==> config.mk <==
export PLATFORM = sky130hd
export DESIGN_NAME = cache_ram_ctrl
export DESIGN_NICKNAME = d
export VERILOG_FILES = /design/src/rtl/cache_ram_ctrl.sv
export SDC_FILE = /design/constraint.sdc
export NUM_CORES = 1
export LEC_CHECK = 0
export CORE_UTILIZATION = 63
export CTS_CLUSTER_SIZE = 20
export DETAILED_ROUTE_END_ITERATION = 7
export DONT_BUFFER_PORTS = 1
export GPL_TIMING_DRIVEN = 0
export PLACE_DENSITY_LB_ADDON = 0.25
export SLEW_MARGIN = 30
export SYNTH_ARGS = -nofsm -noshare
export SYNTH_HDL_FRONTEND = slang
export SYNTH_SLANG_ARGS = --single-unit
==> constraint.sdc <==
create_clock -name clk -period 5.2 [get_ports clk]
set_clock_uncertainty 0.2 [all_clocks]
set_input_delay 0.78 -clock clk [delete_from_list [all_inputs] [get_ports clk]]
set_output_delay 0.78 -clock clk [all_outputs]
set_load 0.02 [all_outputs]
==> src/rtl/cache_ram_ctrl.sv <==
// Write-port controller for the branch-predictor cache RAM: round-robin
// arbitration of two writers onto one registered update port, plus a full-array flush sweep.
module cache_ram_ctrl #(
  parameter int                ADDR_W    = 10,
  parameter int                DATA_W    = 32,
  parameter logic [DATA_W-1:0] FLUSH_VAL = '0
) (
  input  logic              clk,
  input  logic              reset,
  input  logic              flush_req,
  output logic              busy,
  input  logic              a_valid,
  input  logic [ADDR_W-1:0] a_addr,
  input  logic [DATA_W-1:0] a_data,
  output logic              a_ready,
  input  logic              b_valid,
  input  logic [ADDR_W-1:0] b_addr,
  input  logic [DATA_W-1:0] b_data,
  output logic              b_ready,
  output logic              up_en,
  output logic [ADDR_W-1:0] up_addr,
  output logic [DATA_W-1:0] up_data
);

  // Handshake: a write transfers on a rising edge where valid && ready are both
  // high; ready is combinational and only high in RUN; requesters hold addr/data
  // stable while valid is high and ready is low.

  typedef enum logic {ST_FLUSH, ST_RUN} state_t;
  typedef enum logic {PRIO_A, PRIO_B} prio_t;

  state_t             state, state_d;
  prio_t              prio, prio_d;
  logic [ADDR_W-1:0]  cnt, cnt_d;
  logic               up_en_d;
  logic [ADDR_W-1:0]  up_addr_d;
  logic [DATA_W-1:0]  up_data_d;

  always_ff @(posedge clk or posedge reset) begin
    if (reset) begin
      state   <= ST_FLUSH;
      prio    <= PRIO_A;
      cnt     <= '0;
      up_en   <= 1'b0;
      up_addr <= '0;
      up_data <= '0;
    end else begin
      state   <= state_d;
      prio    <= prio_d;
      cnt     <= cnt_d;
      up_en   <= up_en_d;
      up_addr <= up_addr_d;
      up_data <= up_data_d;
    end
  end

  always_comb begin
    state_d   = state;
    prio_d    = prio;
    cnt_d     = cnt;
    up_en_d   = 1'b0;
    up_addr_d = up_addr;
    up_data_d = up_data;
    a_ready   = 1'b0;
    b_ready   = 1'b0;
    case (state)
      ST_FLUSH: begin
        // cnt wraps to 0 on the last entry, so RUN always starts with cnt = 0.
        up_en_d   = 1'b1;
        up_addr_d = cnt;
        up_data_d = FLUSH_VAL;
        cnt_d     = cnt + ADDR_W'(1);
        if (cnt == {ADDR_W{1'b1}}) state_d = ST_RUN;
      end
      ST_RUN: begin
        a_ready = a_valid && (!b_valid || prio == PRIO_A);
        b_ready = b_valid && (!a_valid || prio == PRIO_B);
        if (a_ready) begin
          up_en_d   = 1'b1;
          up_addr_d = a_addr;
          up_data_d = a_data;
          prio_d    = PRIO_B;
        end else if (b_ready) begin
          up_en_d   = 1'b1;
          up_addr_d = b_addr;
          up_data_d = b_data;
          prio_d    = PRIO_A;
        end
        // A grant in the same cycle as flush_req is still issued above.
        if (flush_req) begin
          state_d = ST_FLUSH;
          cnt_d   = '0;
        end
      end
      default: state_d = ST_FLUSH;
    endcase
  end

  assign busy = (state == ST_FLUSH);

endmodule

==> out/qor.yml, run 1 <==
final_layout:
  layout-drive-gt1-share: 0.128
  seq_area_um2: 1380
  multiInputGateArea_um2: 1170
  synthToLayoutAreaGrowth_pct: 5.63
  final_nets: 324
  antenna_cells: 0
  fillers: 277
worst_setup_path:
  end_kind: "primary output"
  worst_ep_required_time_ns: 4.22
  startpoint_type: "flip-flop"
  path_buf_inv: 2
  cp_top_family: "buffers and inverters"
  worstSetupPathType: "reg -> out"
  cp_max_fo: 10
  critPathSlowestCell: "dfrtp_1"
  cp_cell_sequence: "buf_2, buf_1, and2_1"
  crit_path_max_incr_delay_ns: 0.46
  cp.arrival_ns: 1.71
timing:
  clock.fmax_mhz: 372
  setup_violations: 0
  slew_violations: 0
  tightestPinTransition_ns: 0.781
  post-route-period-util: 0.517
  worst_slack_ns: 2.51
  rsz0062_at_grt: "false"
  hold_viol_final: 0
  period_needed_ns: 2.69
  relSlewSlack: 0.479
  tns_ns: 0
power_and_ir_drop:
  powerDensity_nw_per_um2: 347
  p_leak_nw: 1.23
  ir_drop_uv: 211
  power_mw: 0.993
synthesis:
  synth_common_cells: "dfrtp_1, mux2i_1, o2bb2ai_1"
  yosysSeqAreaShare: 0.508
  synthSimpleGateAreaFrac: 0.0799
  synth_adder_area_share: 0.00462
  yosys.area_share.xor_xnor: 0.00323
  postSynthAreaPerCell_um2: 11.9
  synth_top_family_by_area: "compound AO/OA/AOI/OAI gates"
  synth_mux_area_frac: 0.133
  yosysUniqueCellTypes: 40
  async_flop_share: 1.00
  synth_edf_count: 0
  synth_area_leaders: "dfrtp_1, mux2i_1, o2bb2ai_1"
  syn-num-nets: 317
  ys_warn_count: 0
  synth_seq_cells: 55
  synth.most_common_cell: "dfrtp_1"
  synth_compound_area_frac: 0.212
  yosysTopAreaCell: "dfrtp_1"
  netlist.area_leader.share: 0.508
  syn_inst: 227
  ys.flop_type: "dfrtp_1"
  syn-cell-area_um2: 2710
floorplanning:
  die_y_um: 67.6
  die_w_um: 67.6
  io-pin-count: 135
  rows: 23
  initial_utilization: 0.668
  dieArea_um2: 4570
  fp.coreArea_um2: 4060
clocking:
  clock-sinks: 55
  cts_hold_buf: 0
  cts.path.max_buffers: 2
  clkTransAtPathRegs_ns: 0.09
  post-cts-setup-buffers: 0
  root_buffer: "clkbuf_8"
  htreeDepth: 2
  clk_latency_ns: 0.30
  cts_tree: "done"
  cts_resized: 0
  cts_buffers: 5
routing:
  first_pass_iters: 4
  vias_per_cell: 6.90
  avgRoutedWirePerCell_um: 22.0
  wirelength_um: 6240
  num_vias: 1960
  drtIter0Drc: 84
  drc: 0
  postRouteAntennaNets: 0
min_path:
  hold_class: "in -> async"
global_routing:
  grt_first_pass_wirelength_um: 8850
  antenna_found_initial: 0
  grt_max_degree: 56
  grt-ovfl-total: 0
  grt_pass1_vias: 1912
  grt_usage: 0.264
flow_run:
  drv_cap: 0
placement:
  hpwl_um: 4740
  place_ws_ns: 2.55
  port_buffers: 0
  gp_congestion: 0.889
status:
  status: "completed"
## metrics by stage
step | area, µm² | cells | utilization | hold slack (ns)
after floorplan | 2710 | 227 | - | 0.272
after global placement | 2770 | 277 | 0.683 | 0.307
after detailed placement | 2770 | 277 | 0.684 | 0.319
after CTS | 2860 | 284 | 0.705 | 0.266
after global routing | 2860 | 284 | 0.705 | 0.295
final | 2860 | 284 | 0.705 | 0.237
## placed cells by master (no fill, tap or decap), types with 2 or more instances in the layout
cell       synthesis  final
buf_12             4      4
nand2_1           10     10
dfrtp_1           55     55
nand2b_1           2      2
o2bb2ai_1         33     33
o211ai_1           2      2
clkbuf_1           6      6
nor4_1             2      2
o31ai_1            2      2
a31oi_1            2      2
buf_2              5      5
o21ai_0            6      6
a221oi_1           3      3
a221oi_2           6      6
nor2_1             8      8
a21oi_1            9      9
o21ai_1            2      2
clkbuf_8           0      6
inv_2              2      2
nand3_1           12     12
mux2i_1           35     35
## logic make-up after synthesis
family,count (synthesis)
flops,55
compound gates,70
xor+xnor,1
simple gates,43
fa+ha+maj,1
buf+inv,21
mux,36
## state kept, by name, summed over array words and instances, names as in the netlist
name / flops
state: 1
up_addr: 10
up_data: 32
up_en: 1
prio: 1
cnt: 10
## worst paths after layout
kind | slack (ns) | end | cells after the start | startpoint
setup / recovery | 2.51 | a_ready | 3 | state
hold / removal | 0.24 | up_data[8] | 1 | reset
setup reg to reg | 3.39 | cnt[8] | 4 | cnt[0]
hold reg to reg | 0.32 | cnt[9] | 1 | cnt[9]
max in group asynchronous | 4.12 | up_addr[5] | 1 | reset
min in group clk | 0.32 | cnt[9] | 1 | cnt[9]
## worst reg2reg max path, delay by kind of cell (launching register included)
family          cells  cell delay [ns]
simple gates        1             0.19
flops               1             0.49
compound gates      2             0.53
fa+ha+maj           1             0.27
## where the power goes
| part | total, mW | internal, mW | switching [mW] | leakage (nW) |
|---|---|---|---|---|
| Combinational | 0.165 | 0.0766 | 0.0880 | 0.455 |
| Sequential | 0.591 | 0.484 | 0.107 | 0.732 |
| Clock | 0.237 | 0.105 | 0.132 | 0.0470 |
## layout make-up
cell class,count,area share
flip-flops and latches,55,0.481
multi-input cells,151,0.411
plain buffers,17,0.0498
clock buffers,6,0.0289
well taps,50,0.0219
inverters,4,0.00612
clock inverters,1,0.00175
## routing by layer
metal	vias to the layer above	routed length, µm	global-route usage
li1	878	-	-
met5	-	0	0
met3	15	600	0.0946
met4	0	100	0.0904
met2	120	3230	0.459
met1	947	2310	0.294
Note: power is estimated with default switching activity, not from simulation.
==> run 2: changes to the inputs <==
CORE_UTILIZATION = 56   (was 63)
clock period = 2.35 ns   (was 5.2 ns; I/O delays follow)
==> run 2 against run 1 <==
Against the previous run: non-clock buffer count up 6; critical path depth unchanged; first-iteration DRC count up 9.5%; critical path type unchanged; setup slack worse by 2.3 ns; largest power group unchanged; highest routed layer unchanged; combinational power up 120%.
==> out/qor.yml, run 2 (synthesis gave the netlist of run 1 again) <==
status:
  status: "completed"
final_layout:
  antenna_cells: 0
  mostFrequentLayoutCell: "dfrtp_1"
  reg.largest.list: "up_data: 32 flops, cnt: 10 flops, up_addr: 10 flops"
  final_cells: 292
  largest-register: "up_data"
  final_util: 0.653
  final_cell_mix: "dfrtp_1, mux2i_1, o2bb2ai_1, nand3_1, nand2_1"
  seq_area_um2: 1380
  largest_reg_flops: 32
  final_nets: 330
  layout-drive-gt1-share: 0.129
  synthToLayoutAreaGrowth_pct: 8.55
  multiInputGateArea_um2: 1170
  fillers: 382
worst_setup_path:
  cp.arrival_ns: 1.57
  startpoint_type: "flip-flop"
  cp-startpoint: "prio"
  worst_ep_required_time_ns: 1.80
  worstSetupPathType: "reg -> out"
  cp_max_fo: 10
  r2r-start: "state"
  end_kind: "primary output"
clocking:
  clock-sinks: 55
  htreeDepth: 2
  root_buffer: "clkbuf_8"
  clk_latency_ns: 0.30
  cts.path.max_buffers: 2
  cts_resized: 0
  clkTransAtPathRegs_ns: 0.09
  cts_tree: "done"
  cts_buffers: 5
routing:
  wirelength_um: 5960
  drtIter0Drc: 92
  vias_per_cell: 6.57
  avgRoutedWirePerCell_um: 20.4
  drc: 0
  num_vias: 1918
  first_pass_iters: 4
  postRouteAntennaNets: 0
global_routing:
  grt_first_pass_wirelength_um: 9230
  antenna_found_initial: 0
  grt-ovfl-total: 0
  grt_max_degree: 39
  grt_usage: 0.237
  grt_pass1_vias: 1907
placement:
  hpwl_um: 4370
  place_inst: 280
  port_buffers: 0
  gp_congestion: 0.952
  place_ws_ns: 0.347
floorplanning:
  fp.coreArea_um2: 4500
  initial_utilization: 0.601
  dieArea_um2: 5120
  die_w_um: 71.6
  die_y_um: 71.6
  rows: 24
  io-pin-count: 135
timing:
  worst_slack_ns: 0.225
  setup_violations: 0
  clock.fmax_mhz: 471
  post-route-period-util: 0.904
  hold_viol_final: 0
  slew_violations: 0
  period_needed_ns: 2.12
  rsz0062_at_grt: "false"
  relSlewSlack: 0.458
  tightestPinTransition_ns: 0.812
min_path:
  hp-start: "b_addr[7]"
  hold_class: "in -> reg"
power_and_ir_drop:
  ir_drop_uv: 556
  powerDensity_nw_per_um2: 745
  p_leak_nw: 1.27
flow_run:
  drv_cap: 0
run 2: cell types whose count changed in the layout (fill, tap and decap cells not counted):
cell           previous run  this run
buf_1                     1         0
buf_12                    4         5
dlygate4sd3_1             0         6
run 2: critical path: stages, from the launching register on:
cell and delay (ns):
dfrtp_1 0.42, nand2b_1 0.12, clkbuf_1 0.38, and3_1 0.35
run 2: path summary, 6_finish.rpt:
check                        endpoint  cells past startpoint  slack, ns
min                        up_addr[7]                      2       0.01
min reg2reg                    cnt[5]                      1       0.31
max reg2reg                up_addr[6]                      3       0.55
min in group asynchronous      cnt[5]                      2       0.26
max                           b_ready                      3       0.23
max in group asynchronous       up_en                      3       1.23
run 2: per-layer routing:
metal  vias to the layer above  global-route usage  wire [µm]  part of all wire
li1                        894                   -          -                 -
met1                       929               0.289       2440              0.41
met2                        87               0.396       3010              0.50
met3                         8              0.0774        431             0.072
met4                         0              0.0850         78             0.013
met5                         -                   0          0                 0
run 2: layout make-up:
cell class,count,area share
clock buffer,6,0.0281
buffer,16,0.0472
inverter,4,0.00596
sequential,55,0.468
tap,52,0.0221
timing repair buffer,7,0.0272
multi-input combinational,151,0.400
clock inverter,1,0.00170
run 2: power breakdown:
part	total [mW]	internal [mW]	switching, mW
clock network	0.521	0.232	0.289
registers	1.30	1.07	0.228
logic	0.370	0.179	0.191
run 2: per-stage QoR:
| stage | hold WS (ns) | setup TNS [ns] | instance area [µm²] | power, mW |
|---|---|---|---|---|
| final | 0.0101 | 0 | 2940 | 2.19 |
| after global routing | 0.00304 | 0 | 2940 | 2.31 |
| after CTS | 0.00139 | 0 | 2940 | 2.21 |
| after detailed placement | -0.0221 | 0 | 2800 | 1.68 |
| after global placement | 0.252 | -7.29 | 2770 | 1.66 |
| after floorplan | 0.242 | 0 | 2710 | 1.58 |
run 2: repair_timing:
item | in CTS | in global routing
hold buffers | 6 | 0
endpoints found under the setup margin | 1 | 0
setup buffers | 0 | 0
endpoints found under the hold margin | 61 | 0
